### config.mk
export PLATFORM = sky130hd
export DESIGN_NAME = pixie_dma_responder
export DESIGN_NICKNAME = d
export VERILOG_FILES = /design/src/rtl/pixie_dma_responder.sv
export SDC_FILE = /design/constraint.sdc
export NUM_CORES = 1
export LEC_CHECK = 0
export CAP_MARGIN = 5
export CELL_PAD_IN_SITES_DETAIL_PLACEMENT = 1
export CELL_PAD_IN_SITES_GLOBAL_PLACEMENT = 2
export CORE_AREA = 4 4 63 109
export DETAILED_ROUTE_END_ITERATION = 8
export DIE_AREA = 0 0 67 113
export PLACE_DENSITY = 0.94
export SLEW_MARGIN = 20
export SYNTH_ARGS = -nofsm -noshare
export SYNTH_HDL_FRONTEND = slang
export SYNTH_SLANG_ARGS = --single-unit
### constraint.sdc
create_clock -name clk -period 4.5 [get_ports clk]
set_clock_uncertainty 0.1 [all_clocks]
set_input_delay 0.45 -clock clk [delete_from_list [all_inputs] [get_ports clk]]
set_output_delay 0.45 -clock clk [all_outputs]
set_load 0.02 [all_outputs]
### src/rtl/pixie_dma_responder.sv
// rtl/pixie_dma_responder.sv - CDP1802-style DMA-out / interrupt cycle sequencer for the Pixie display path
//
// Purpose:
//   Stands in for the CPU side of the Pixie display protocol. It runs machine
//   cycles of CYCLE_TICKS clk_enable ticks each. The next cycle type is chosen
//   on the last tick of the current one:
//   - dmao wins and starts a DMA-out cycle.
//   - Otherwise int_pixie with ie set starts an interrupt cycle.
//   - Otherwise the sequencer alternates fetch and execute.
//   A DMA-out cycle reads the byte at R0 onto data and then increments R0.
//   An interrupt cycle clears ie and reloads R0 with FB_BASE.
//
// Ports:
//   clk        in   system clock, rising edge
//   reset      in   synchronous active-low reset
//   clk_enable in   tick qualifier; sequencer state only advances when 1
//   dmao       in   DMA-out request
//   int_pixie  in   interrupt request
//   ie_set     in   one-clk pulse that sets ie (return from interrupt)
//   mem_addr   out  RAM read address (R0 during DMA cycles, else 0)
//   mem_rd_en  out  RAM read strobe, one enabled clk at tick 0 of a DMA cycle
//   mem_data   in   RAM read data, valid one clk after mem_rd_en
//   sc         out  state code: 0 fetch, 1 execute, 2 DMA, 3 interrupt
//   data       out  DMA bus byte; holds its value outside DMA cycles
//   tpb        out  timing pulse on the enabled clk at tick CYCLE_TICKS-2
//   ie         out  interrupt enable flag
//   r0         out  DMA pointer

module pixie_dma_responder #(
    parameter int                ADDR_W      = 16,
    parameter logic [ADDR_W-1:0] FB_BASE     = 16'h0100,
    parameter int                CYCLE_TICKS = 8
) (
    input  logic              clk,
    input  logic              reset,
    input  logic              clk_enable,
    input  logic              dmao,
    input  logic              int_pixie,
    input  logic              ie_set,
    output logic [ADDR_W-1:0] mem_addr,
    output logic              mem_rd_en,
    input  logic [7:0]        mem_data,
    output logic [1:0]        sc,
    output logic [7:0]        data,
    output logic              tpb,
    output logic              ie,
    output logic [ADDR_W-1:0] r0
);

    localparam int            TW        = (CYCLE_TICKS > 1) ? $clog2(CYCLE_TICKS) : 1;
    localparam logic [TW-1:0] LAST_TICK = TW'(CYCLE_TICKS - 1);
    localparam logic [TW-1:0] TPB_TICK  = TW'(CYCLE_TICKS - 2);

    localparam logic [1:0] SC_FETCH = 2'd0;
    localparam logic [1:0] SC_EXEC  = 2'd1;
    localparam logic [1:0] SC_DMA   = 2'd2;
    localparam logic [1:0] SC_INT   = 2'd3;

    logic [1:0]        sc_q,   sc_d;
    logic [TW-1:0]     tick_q, tick_d;
    logic [ADDR_W-1:0] r0_q,   r0_d;
    logic              ie_q,   ie_d;
    logic [7:0]        data_q, data_d;
    // Set on the clk after a RAM read; marks the clk on which mem_data is valid.
    logic              cap_q,  cap_d;

    logic              last_tick;
    logic              rd_fire;
    logic [1:0]        next_cycle;

    assign last_tick = (tick_q == LAST_TICK);
    assign rd_fire   = clk_enable && (sc_q == SC_DMA) && (tick_q == '0);

    // State register.
    always_ff @(posedge clk) begin
        if (!reset) begin
            sc_q   <= SC_FETCH;
            tick_q <= '0;
            r0_q   <= FB_BASE;
            ie_q   <= 1'b1;
            data_q <= 8'h00;
            cap_q  <= 1'b0;
        end else begin
            sc_q   <= sc_d;
            tick_q <= tick_d;
            r0_q   <= r0_d;
            ie_q   <= ie_d;
            data_q <= data_d;
            cap_q  <= cap_d;
        end
    end

    // Next-state logic.
    always_comb begin
        // Cycle-type decision, used only on the last tick.
        next_cycle = SC_FETCH;
        if (dmao) begin
            next_cycle = SC_DMA;
        end else if (int_pixie && ie_q) begin
            next_cycle = SC_INT;
        end else if (sc_q == SC_FETCH) begin
            next_cycle = SC_EXEC;
        end else begin
            next_cycle = SC_FETCH;
        end

        sc_d   = sc_q;
        tick_d = tick_q;
        r0_d   = r0_q;
        ie_d   = ie_q;
        data_d = data_q;
        cap_d  = rd_fire;

        // The RAM capture follows the read by exactly one clk.
        // It is deliberately not gated by clk_enable.
        if (cap_q) begin
            data_d = mem_data;
        end

        if (ie_set) begin
            ie_d = 1'b1;
        end

        if (clk_enable) begin
            if (last_tick) begin
                tick_d = '0;
                sc_d   = next_cycle;
                if (sc_q == SC_DMA) begin
                    r0_d = r0_q + ADDR_W'(1);
                end
            end else begin
                tick_d = tick_q + TW'(1);
            end

            // The acknowledge clear comes after the ie_set above, so it wins a tie.
            if ((sc_q == SC_INT) && (tick_q == '0)) begin
                ie_d = 1'b0;
                r0_d = FB_BASE;
            end
        end
    end

    // Outputs.
    always_comb begin
        sc        = sc_q;
        r0        = r0_q;
        ie        = ie_q;
        mem_rd_en = rd_fire;
        mem_addr  = (sc_q == SC_DMA) ? r0_q : '0;
        tpb       = clk_enable && (tick_q == TPB_TICK);
        // Forward the RAM byte on its capture clk.
        // This makes the byte visible from tick 1 even when clk_enable is high every clk.
        data      = cap_q ? mem_data : data_q;
    end

endmodule

==> results.md <==
Synthesis:
- The register area share after synthesis is 0.393.
- The synthesized netlist net count is ~190.
- Counting instances in the post-synthesis netlist gives the leading cell types as 31 x dfxtp_1, 26 x and2_1, 12 x a21oi_1, 9 x o21ai_0.
- The total of warnings raised by yosys is 0.
- The number of distinct standard cells referenced by the synthesized netlist is 41.
- Counting flops with a built-in enable in the synthesized netlist gives 0.
- The commonest register cell after synthesis is dfxtp_1.
- The average instance in the mapped netlist occupies roughly 9 sq um.
- After synthesis, the cell types taking the most area are dfxtp_1 39%, and2_1 10%, mux2_2 5.7%, ha_1 4.0%, a21oi_1 3.8%.
- The cell area that synthesis handed to floorplanning was 1580 sq um.
- The most frequently used cell type in the post-synthesis netlist is dfxtp_1.
- The post-synthesis instance total is between 150 and 200.
- For this run, asynchronously set or reset flops after synthesis account for 0.
- Of the post-synthesis cell area, the dominant cell type holds 0.393.
- The most area-hungry cell type in the Yosys netlist is dfxtp_1.
- The synthesis-stage register bit count is 31.

Critical path:
- On the critical path, the stage with the largest delay is an instance of clkdlybuf4s50_1.
- The critical path start-end classification is reg -> out.
- For the worst flop-to-flop path, the logic depth is 6.
- The setup slack of the worst register-to-register path is 2.35 ns.
- The origin of the critical flop-to-flop path is tick_q[1].
- The endpoint arrival time on the critical path is 2.16 ns.
- STA classifies the critical path startpoint as a register.
- STA classifies the critical path endpoint as a primary output.
- The critical path starts at sc[1].
- The critical path data required time is 3.95 ns.
- The number of buffers and inverters on the critical path is 1.
- The delay of the slowest cell on the worst path is 0.61 ns.
- The end of the worst register-to-register path is r0[15].
- The biggest fanout along the worst timing path is 17.
- Walking the worst path, the cells encountered are and2b_1 > and4b_1 > clkdlybuf4s50_1.
- Grouping stages by cell kind, the critical path spends the most delay in simple AND/OR/NAND/NOR gates.

Routing:
- In the final routed layout, each cell accounts on average for ~14 um.
- The routed via count divided by cell count is 4.73.
- The routed design has 4430 um of wire.
- The post-route DRC violation count is 0.
- The number of optimization iterations in the first detailed-route pass is 4.
- In this run the remaining antenna-violating nets after routing total 0.
- The detailed router's first-iteration violation count is 29.
- Across all layers, the routed design uses about 1500 vias.

Clock network:
- The clock net in this run drives a total of 31 sinks.
- The H-tree depth reported by CTS is 2.
- The tree is rooted in a clkbuf_8.
- The longest clock path from root to sink contains 2 buffers.
- After clock tree synthesis, the clock-pin slew on the worst setup and hold paths is 0.07 ns.
- The number of buffers inserted for hold repair after clock tree synthesis is 0.
- TritonCTS built the clock tree.
- The number of clock buffers added by TritonCTS is 5.
- The post-CTS repair timing setup buffer count is 0.
- The clock reaches the later pin of the worst-skew pair after 0.28 ns.
- Post-CTS repair changed the size of 0 cells.

Worst hold path:
- The launch point of the worst hold path is r0[15].
- The capture endpoint of the worst hold path is r0[15].
- The number of instances on the worst hold path is 2.
- The path class of the lowest-slack min-delay path is reg -> reg.

Pwr:
- The power density normalized to cell area is 222 nW/um^2.
- The peak supply drop is about 0.18 mV.
- The leakage power total is 0.000816 uW.

Placement:
- The routability-driven placement congestion ratio is 0.671.
- The cell total after placement is ~300.
- The count of input and output buffers is 58.
- The final HPWL from detailed placement is about 3400 um.

Timing:
- The total count of max-transition violations in the final report was 0.
- The clock period could shrink to 2.71 ns.
- The number of endpoints with negative hold slack in the final report is 0.
- The fmax is 0.369 GHz.
- The fraction of the cycle the final worst path needs is 0.603.
- The setup violation total in the final timing report is 0.
- The transition time of the tightest slew-check pin is between 0.5 and 0.6 ns.
- For the final routed database, the setup TNS stands at 0 ns.
- The tightest hold margin is 0.402 ns.
- Setup repair after global routing left no endpoint under its margin.
- The relative max-transition margin is 0.646.

Floorplan:
- The number of primary I/O pins is 59.
- The floorplan row count is 38.
- For this configuration, the core starts out at a cell density of 0.261.
- The die covers ~7600 sq um.
- The die is 113 um tall.
- The core outline area is 6040 sq um.
- The chip width is 67 um.

Global route:
- The wire length of the first global-routing pass is 7520 um.
- The number of antenna violations at the first check in global routing is 0.
- The global-route congestion overflow total is 0.
- Entering global routing, the biggest net connects 20 pins.
- Across every metal layer, demand over resource in global routing totals 0.126.
- The number of global-route vias before repair came to 1590.

Layout:
- The antenna diode count is 0.
- The layout-stage area growth over the synthesis result is 46.4%.
- The fraction of final layout cells with drive strength greater than 1 is 0.0948.
- In the final design database the tool counted 250 nets.
- For this run, the share of the core covered by cells in the final layout is 0.383.
- The finished layout holds between 300 and 400 standard cells, fillers aside.

Job:
- The count of maximum capacitance violations is 0.

Run status:
- The flow ran to the end, and the final reports show no timing, DRC or antenna violations.
-- logic make-up (layout without fill, tap and decap cells) --
family / Yosys count / after routing / synth area share
AOI/OAI and AO/OA: 34 / 34 / 0.139
xor gates and xnor gates: 3 / 3 / 0.0167
muxes: 10 / 10 / 0.0698
adders and majority gates: 5 / 5 / 0.0397
and+or+nand+nor: 78 / 78 / 0.308
buffers and inverters: 11 / 71 / 0.0333
DFF: 31 / 31 / 0.393
-- state kept, by name, indices dropped and copies added (netlist names) --
name    flops
ie          1
cap_q       1
r0         16
sc          2
data_q      8
tick_q      3
-- metrics by stage --
step / cell area, sq um / total power [uW] / setup WS, ns
floorplan: 1580 / 293 / 2.70
global placement: 2230 / 309 / 1.88
detailed placement: 2230 / 310 / 1.83
CTS: 2310 / 523 / 1.73
global route: 2310 / 534 / 1.61
finish: 2310 / 513 / 1.79
-- layer usage --
layer  global-route usage  vias up  wire [um]
met5                    0        -          0
met3               0.0367        5        279
li1                     -      728          -
met1                0.132      695       1670
met2                0.233       49       2430
met4               0.0366        0         56
-- worst max path at each step --
stage	end	slack (ns)	cells after the start
after floorplan	r0[15]	2.70	7
after global placement	r0[13]	1.88	5
after detailed placement	r0[15]	1.83	5
after CTS	mem_rd_en	1.73	3
after global routing	mem_rd_en	1.61	3
final	mem_rd_en	1.79	3
-- worst register-to-register path: stages, from the launching register on --
cell       delay (ns)
dfxtp_1          0.37
ha_1             0.17
ha_1             0.23
and2b_1          0.22
o2111ai_2        0.25
or4b_1           0.57
a21oi_1          0.16
-- layout by cell type (no fill, tap or decap), drive strengths merged, types with 2 or more instances in the layout --
cell,Yosys,layout
nand3,5,5
inv,4,4
mux2i,2,2
xor2,2,2
or3,7,7
and4,3,3
and4b,3,3
ha,5,5
o31ai,3,3
dfxtp,31,31
clkbuf,3,7
nor2b,6,6
or4,3,3
nand2,7,7
and2,26,26
clkdlybuf4s50,0,58
a21oi,14,14
o21ai,9,9
and2b,2,2
nor2,8,8
o211ai,2,2
mux2,8,8
nand4,2,2
-- final cells by class --
class / count / area (sq um)
flip-flops and latches: 31 / 621
well taps: 80 / 100
clock buffers: 7 / 76.3
multi-input cells: 130 / 905
clock inverters: 1 / 5.00
inverters: 4 / 15.0
fillers: 704 / 3730
repair buffers: 59 / 588
-- power breakdown --
group / switching [uW] / internal (uW) / total [uW]
clock network: 101 / 108 / 209
registers: 1.40 / 276 / 277
logic: 11.3 / 15.1 / 26.3
total: 113 / 399 / 513
(Power assumes the default switching activity.)
